### config.mk
export PLATFORM = sky130hd
export DESIGN_NAME = trigger_sequencer
export DESIGN_NICKNAME = d
export VERILOG_FILES = /design/src/rtl/trigger_seq_pkg.sv /design/src/rtl/seq_down_counter.sv /design/src/rtl/trigger_sequencer.sv
export SDC_FILE = /design/constraint.sdc
export NUM_CORES = 1
export LEC_CHECK = 0
export ABC_AREA = 1
export CAP_MARGIN = 20
export CORE_MARGIN = 10
export CORE_UTILIZATION = 45
export DETAILED_ROUTE_END_ITERATION = 16
export PLACE_DENSITY = 0.73
export SLEW_MARGIN = 5
export SYNTH_ARGS = -nofsm -noshare
export SYNTH_HDL_FRONTEND = slang
export SYNTH_SLANG_ARGS = --single-unit
### constraint.sdc
create_clock -name clk -period 2 [get_ports clk]
set_input_delay 0.3 -clock clk [delete_from_list [all_inputs] [get_ports clk]]
set_output_delay 0.3 -clock clk [all_outputs]
set_load 0.02 [all_outputs]
### src/rtl/trigger_seq_pkg.sv
// Shared types and defaults for the trigger_sequencer acquisition controller.
package trigger_seq_pkg;

  localparam int POST_W_DEF          = 16;
  localparam int HOLDOFF_W_DEF       = 8;
  localparam int TIMEOUT_W_DEF       = 20;
  localparam int COMP_RST_CYCLES_DEF = 4;
  localparam int TRIG_COUNT_W        = 16;

  // Encodings are visible on state_out, so they are fixed explicitly.
  typedef enum logic [2:0] {
    S_IDLE     = 3'd0,
    S_ARMED    = 3'd1,
    S_POST     = 3'd2,
    S_READOUT  = 3'd3,
    S_COMP_RST = 3'd4,
    S_HOLDOFF  = 3'd5
  } seq_state_t;

  // Width needed by a counter that is shared between several windows.
  function automatic int max3(input int a, input int b, input int c);
    int m;
    m = (a > b) ? a : b;
    return (m > c) ? m : c;
  endfunction

endpackage

### src/rtl/seq_down_counter.sv
// Loadable down-counter that stops at zero; flags report zero and one.
module seq_down_counter #(
  parameter int W = 16
) (
  input  logic         clk,
  input  logic         rst_n,
  input  logic         load,
  input  logic         en,
  input  logic [W-1:0] load_val,
  output logic         zero,
  output logic         one
);

  logic [W-1:0] count;

  // Load has priority over counting; the count never wraps below zero.
  always_ff @(posedge clk or negedge rst_n) begin
    if (!rst_n) begin
      count <= '0;
    end else if (load) begin
      count <= load_val;
    end else if (en && !zero) begin
      count <= count - 1'b1;
    end
  end

  assign zero = (count == '0);
  assign one  = (count == W'(1));

endmodule

### src/rtl/trigger_sequencer.sv
// Acquisition-cycle controller for the TriggerControl comparator front end.
// Optional feature: define TRIG_TIMEOUT_EN to add the auto-trigger timeout.
//
// Handshakes: arm_req, disarm, force_trig and readout_ack are single-cycle
// pulses sampled on the rising clock edge. readout_req stays high for the
// whole READOUT state and drops on the edge after readout_ack is sampled;
// an ack seen outside READOUT is ignored.
module trigger_sequencer
  import trigger_seq_pkg::*;
#(
  parameter int POST_W          = POST_W_DEF,
  parameter int HOLDOFF_W       = HOLDOFF_W_DEF,
  parameter int COMP_RST_CYCLES = COMP_RST_CYCLES_DEF,
  parameter int TIMEOUT_W       = TIMEOUT_W_DEF
) (
  input  logic                    clk,
  input  logic                    module_reset_n,
  input  logic                    arm_req,
  input  logic                    disarm,
  input  logic                    auto_rearm,
  input  logic                    force_trig,
  input  logic [POST_W-1:0]       post_trig_len,
  input  logic [HOLDOFF_W-1:0]    holdoff_len,
  input  logic [TIMEOUT_W-1:0]    timeout_len,
  input  logic                    triggered_in,
  output logic                    armed_out,
  output logic                    manual_reset_out,
  output logic                    capture_en,
  output logic                    readout_req,
  input  logic                    readout_ack,
  output logic                    busy,
  output logic                    timed_out,
  output logic [TRIG_COUNT_W-1:0] trig_count,
  output logic [2:0]              state_out
);

  localparam int WIN_W = max3(POST_W, HOLDOFF_W, $clog2(COMP_RST_CYCLES + 1));

  seq_state_t           state, next_state;
  logic [POST_W-1:0]    post_len_q;
  logic [HOLDOFF_W-1:0] holdoff_len_q;
  logic                 trig_q, trig_prev;
  logic                 edge_trig, real_trig, timeout_fire;
  logic                 win_load, win_zero, win_one;
  logic [WIN_W-1:0]     win_val;
  logic                 latch_lens, count_inc;

  // trig_prev is forced high outside ARMED so a level that is already high
  // on entry cannot look like a rising edge.
  assign edge_trig = (state == S_ARMED) && trig_q && !trig_prev;
  assign real_trig = force_trig || edge_trig;

  // One window counter serves POST, COMP_RST and HOLDOFF; reloaded per state.
  seq_down_counter #(.W(WIN_W)) u_win (
    .clk      (clk),
    .rst_n    (module_reset_n),
    .load     (win_load),
    .en       (1'b1),
    .load_val (win_val),
    .zero     (win_zero),
    .one      (win_one)
  );

  // Next-state and window-load decode; disarm overrides everything.
  always_comb begin
    next_state = state;
    win_load   = 1'b0;
    win_val    = '0;
    latch_lens = 1'b0;
    count_inc  = 1'b0;
    unique case (state)
      S_IDLE: begin
        if (arm_req) begin
          next_state = S_ARMED;
          latch_lens = 1'b1;
        end
      end
      S_ARMED: begin
        if (real_trig || timeout_fire) begin
          if (post_len_q == '0) begin
            next_state = S_READOUT;
          end else begin
            next_state = S_POST;
            win_load   = 1'b1;
            win_val    = WIN_W'(post_len_q);
          end
        end
      end
      S_POST: begin
        // win_zero is a guard so the window can never stall.
        if (win_one || win_zero) next_state = S_READOUT;
      end
      S_READOUT: begin
        if (readout_ack) begin
          next_state = S_COMP_RST;
          win_load   = 1'b1;
          win_val    = WIN_W'(COMP_RST_CYCLES);
          count_inc  = 1'b1;
        end
      end
      S_COMP_RST: begin
        if (win_one || win_zero) begin
          if (holdoff_len_q != '0) begin
            next_state = S_HOLDOFF;
            win_load   = 1'b1;
            win_val    = WIN_W'(holdoff_len_q);
          end else begin
            next_state = auto_rearm ? S_ARMED : S_IDLE;
          end
        end
      end
      S_HOLDOFF: begin
        if (win_one || win_zero) next_state = auto_rearm ? S_ARMED : S_IDLE;
      end
      default: next_state = S_IDLE;
    endcase
    if (disarm) begin
      next_state = S_IDLE;
      win_load   = 1'b0;
      latch_lens = 1'b0;
      count_inc  = 1'b0;
    end
  end

  // State, trigger edge detector, latched lengths and cycle counter.
  always_ff @(posedge clk or negedge module_reset_n) begin
    if (!module_reset_n) begin
      state         <= S_IDLE;
      trig_q        <= 1'b0;
      trig_prev     <= 1'b1;
      post_len_q    <= '0;
      holdoff_len_q <= '0;
      trig_count    <= '0;
    end else begin
      state     <= next_state;
      trig_q    <= triggered_in;
      trig_prev <= (state == S_ARMED) ? trig_q : 1'b1;
      if (latch_lens) begin
        post_len_q    <= post_trig_len;
        holdoff_len_q <= holdoff_len;
      end
      if (count_inc) trig_count <= trig_count + 1'b1;
    end
  end

  // Outputs are registered decodes of the state being entered.
  always_ff @(posedge clk or negedge module_reset_n) begin
    if (!module_reset_n) begin
      armed_out        <= 1'b0;
      manual_reset_out <= 1'b0;
      capture_en       <= 1'b0;
      readout_req      <= 1'b0;
      busy             <= 1'b0;
    end else begin
      armed_out        <= (next_state == S_ARMED);
      manual_reset_out <= (next_state == S_COMP_RST);
      capture_en       <= (next_state == S_ARMED) || (next_state == S_POST);
      readout_req      <= (next_state == S_READOUT);
      busy             <= (next_state != S_IDLE);
    end
  end

  assign state_out = state;

`ifdef TRIG_TIMEOUT_EN
  logic [TIMEOUT_W-1:0] timeout_len_q;
  logic                 tmo_load, tmo_zero, tmo_one;
  logic [TIMEOUT_W-1:0] tmo_val;

  // Timeout restarts on every entry to ARMED; a zero length never fires.
  assign tmo_load     = (next_state == S_ARMED) && (state != S_ARMED);
  assign tmo_val      = (state == S_IDLE) ? timeout_len : timeout_len_q;
  assign timeout_fire = (state == S_ARMED) && tmo_one;

  seq_down_counter #(.W(TIMEOUT_W)) u_tmo (
    .clk      (clk),
    .rst_n    (module_reset_n),
    .load     (tmo_load),
    .en       ((state == S_ARMED) && !tmo_zero),
    .load_val (tmo_val),
    .zero     (tmo_zero),
    .one      (tmo_one)
  );

  // Timeout length latch and timed_out flag; a real trigger wins a tie.
  always_ff @(posedge clk or negedge module_reset_n) begin
    if (!module_reset_n) begin
      timeout_len_q <= '0;
      timed_out     <= 1'b0;
    end else begin
      if (latch_lens) timeout_len_q <= timeout_len;
      if ((state == S_ARMED) && !disarm) begin
        if (real_trig)         timed_out <= 1'b0;
        else if (timeout_fire) timed_out <= 1'b1;
      end
    end
  end
`else
  logic unused_timeout_len;
  assign unused_timeout_len = ^timeout_len;
  assign timeout_fire       = 1'b0;
  assign timed_out          = 1'b0;
`endif

endmodule
==> metrics.yaml <==
dpl.hpwl_mm: 6.30
cts.clk_slew.worst_paths_ns: 0.07
synth-seq-cells: 66
dieArea_mm2: 0.0117
postRouteAntennaNets: 0
setup-tns-final_ns: 0
synth_area_mm2: 0.00348
synth_ff_type: "dfrtp_1"
required_ns: 1.70
yosys_warnings: 0
vias: 2963
numCtsBuffers: 9
remaining_drc_errors: 0
synth.distinct_cells: 34
drt-initial-drc-count: 226
setup_viol: 0
gp_congestion: 0.870
start_util: 0.458
routed_via_density: 4.85
drv_cap: 0
synth.avg_cell_area_um2: 8.10
diodes: 0
status: "complete, no violations"
synth_fp_nets: 486
clock_path_buffers: 2
hold_violations: 0
synthCells: 430
final_util: 0.583
die_y_um: 108
synth.area.top_cells: "dfrtp_1 (47%), nand2_1 (8.1%), nor2_1 (8.0%)"
p_per_area_mw_per_mm2: 936
routedWlPerCell_um: 13.5
globalRouteOverflowTotal: 0
grt_pass1_wl_mm: 13.9
ir_worst_vdd_v: 0.000540
p_leak_nw: 2.18
core_mm2: 0.00761
root_buffer: "clkbuf_8"
antenna_found_initial: 0
finalCritPeriodShare: 0.944
critPathKind: "reg2out"
synth_top_area_share: 0.467
rsz0062_at_grt: "no"
total_power_mw: 4.15
synth_edf_count: 0
fin_ws_ns: 0.113
num_rows: 32
synth.yosys.seq_area_share: 0.475
r2r_slack_ns: 0.20
htreeDepth: 3
regToRegEndpoint: "u_win.count[9]"
synth.most_common_cell: "nand2_1"
cts_tree: "yes"
io_buffers: 55
post-place-ws_ns: 0.0393
r2r-start: "state_out[2]"
grt_max_degree: 67
wirelength_mm: 8.25
syn_to_final_growth_pct: 27.4
min_path_type: "in2reg"
async_flop_share: 1.00
drive_gt1_frac: 0.122
slew_violations: 0
min-delay-start: "triggered_in"
layout.nets: 561
drtPass1Iterations: 4
grt_pass1_vias: 2958
place_area_mm2: 0.00424
synth_area_leader_cell: "dfrtp_1"
clk-insertion-delay-late_ns: 0.35
layout_min_cycle_time_ns: 1.89
whs_path_depth: 1
grtUsageTotal: 0.146
clock_skew_ns: 0.00825
cp_max_fo: 4
cp-end-kind: "output port"
num_io_pins: 77
final_area_mm2: 0.00444
worstPathArrival_ns: 1.59
rr_worst_depth: 11
die_w_um: 108
start_kind: "flop"
clock_sinks: 66
fmax_mhz: 530
hold_end: "trig_q"
yosys-top-cells-count: "nand2_1 (75), nor2_1 (74), dfrtp_1 (65), inv_1 (60), nand3_1 (27)"
## logic make-up (layout without fill, tap and decap cells)
group,after synthesis,after routing,synth area share
AND/OR/NAND/NOR,202,202,0.258
buffers and inverters,70,149,0.0819
flip-flops,66,66,0.475
AO/OA/AOI/OAI,55,55,0.0826
XOR/XNOR,22,22,0.0553
multiplexers,10,10,0.0323
adder cells (fa/ha/maj),4,4,0.0144
other,1,1,0.00108
## layer usage
layer / GRT usage / wire, µm / up-vias
li1: - / - / 1503
met1: 0.177 / 3610 / 1369
met2: 0.242 / 4040 / 77
met3: 0.0440 / 477 / 14
met4: 0.0506 / 121 / 0
met5: 0 / 0 / -
## timing repair
item | 4_1_cts | 5_1_grt
hold buffers | 1 | 0
gates resized for setup | 0 | 7
setup buffers | 0 | 0
hold endpoints to repair | 65 | 0
setup endpoints to repair | 0 | 19
## state kept, by name, summed over array words and instances, names as in the netlist
signal	flops
armed_out	1
busy	1
capture_en	1
holdoff_len_q	8
manual_reset_out	1
post_len_q	16
readout_req	1
state_out	3
trig_count	16
trig_prev	1
trig_q	1
u_win.count	16
## layout by cell type, fill, tap and decap left out, types with 4 or more instances in the layout
master           count
nor2_1              71
o21ai_1              8
buf_4               15
mux2_2              10
clkbuf_8            11
nor3_1               8
o21ai_0             17
dfrtp_1             65
xor2_1              13
xnor2_1              9
nand3_1             25
clkdlybuf4s50_1     54
inv_1               59
nand2_1             75
a21oi_1             26
nor2_2               5
nand4_1              4
## worst max path at each step
stage / start / slack, ns / endpoint
2_1_floorplan: state_out[2] / 0.26 / u_win.count[13]
3_3_place_gp: readout_ack / 0.06 / trig_count[13]
6_report: state_out[0] / 0.11 / state_out[0]
4_1_cts: u_win.count[8] / 0.11 / u_win.count[9]
3_5_place_dp: readout_ack / 0.04 / trig_count[13]
5_1_grt: state_out[2] / 0.004 / u_win.count[8]
## critical path, stage by stage (launching register included)
cell and delay [ns]:
dfrtp_1 0.47, buf_4 0.17, clkdlybuf4s50_1 0.61
## cell type report
cell class / instances / area (µm²)
clock buffers: 13 / 159
clock inverters: 2 / 12.5
fillers: 672 / 3170
inverters: 62 / 233
multi-input cells: 294 / 1560
flip-flops and latches: 66 / 1650
well taps: 102 / 128
repair buffers: 72 / 688
## power by group
| part | internal, mW | leakage, nW | switching [mW] |
|---|---|---|---|
| Clock | 0.509 | 0.0855 | 0.480 |
| Combinational | 0.558 | 1.29 | 0.744 |
| Sequential | 1.64 | 0.805 | 0.226 |
| Total | 2.70 | 2.18 | 1.45 |
## per-stage QoR
step           std cells  hold WS (ns)
3_5_place_dp         595         0.342
6_report             611         0.409
2_1_floorplan        430       0.00441
3_3_place_gp         595         0.342
5_1_grt              611         0.402
4_1_cts              611         0.405
No activity file was read; power rests on OpenSTA's default activity.
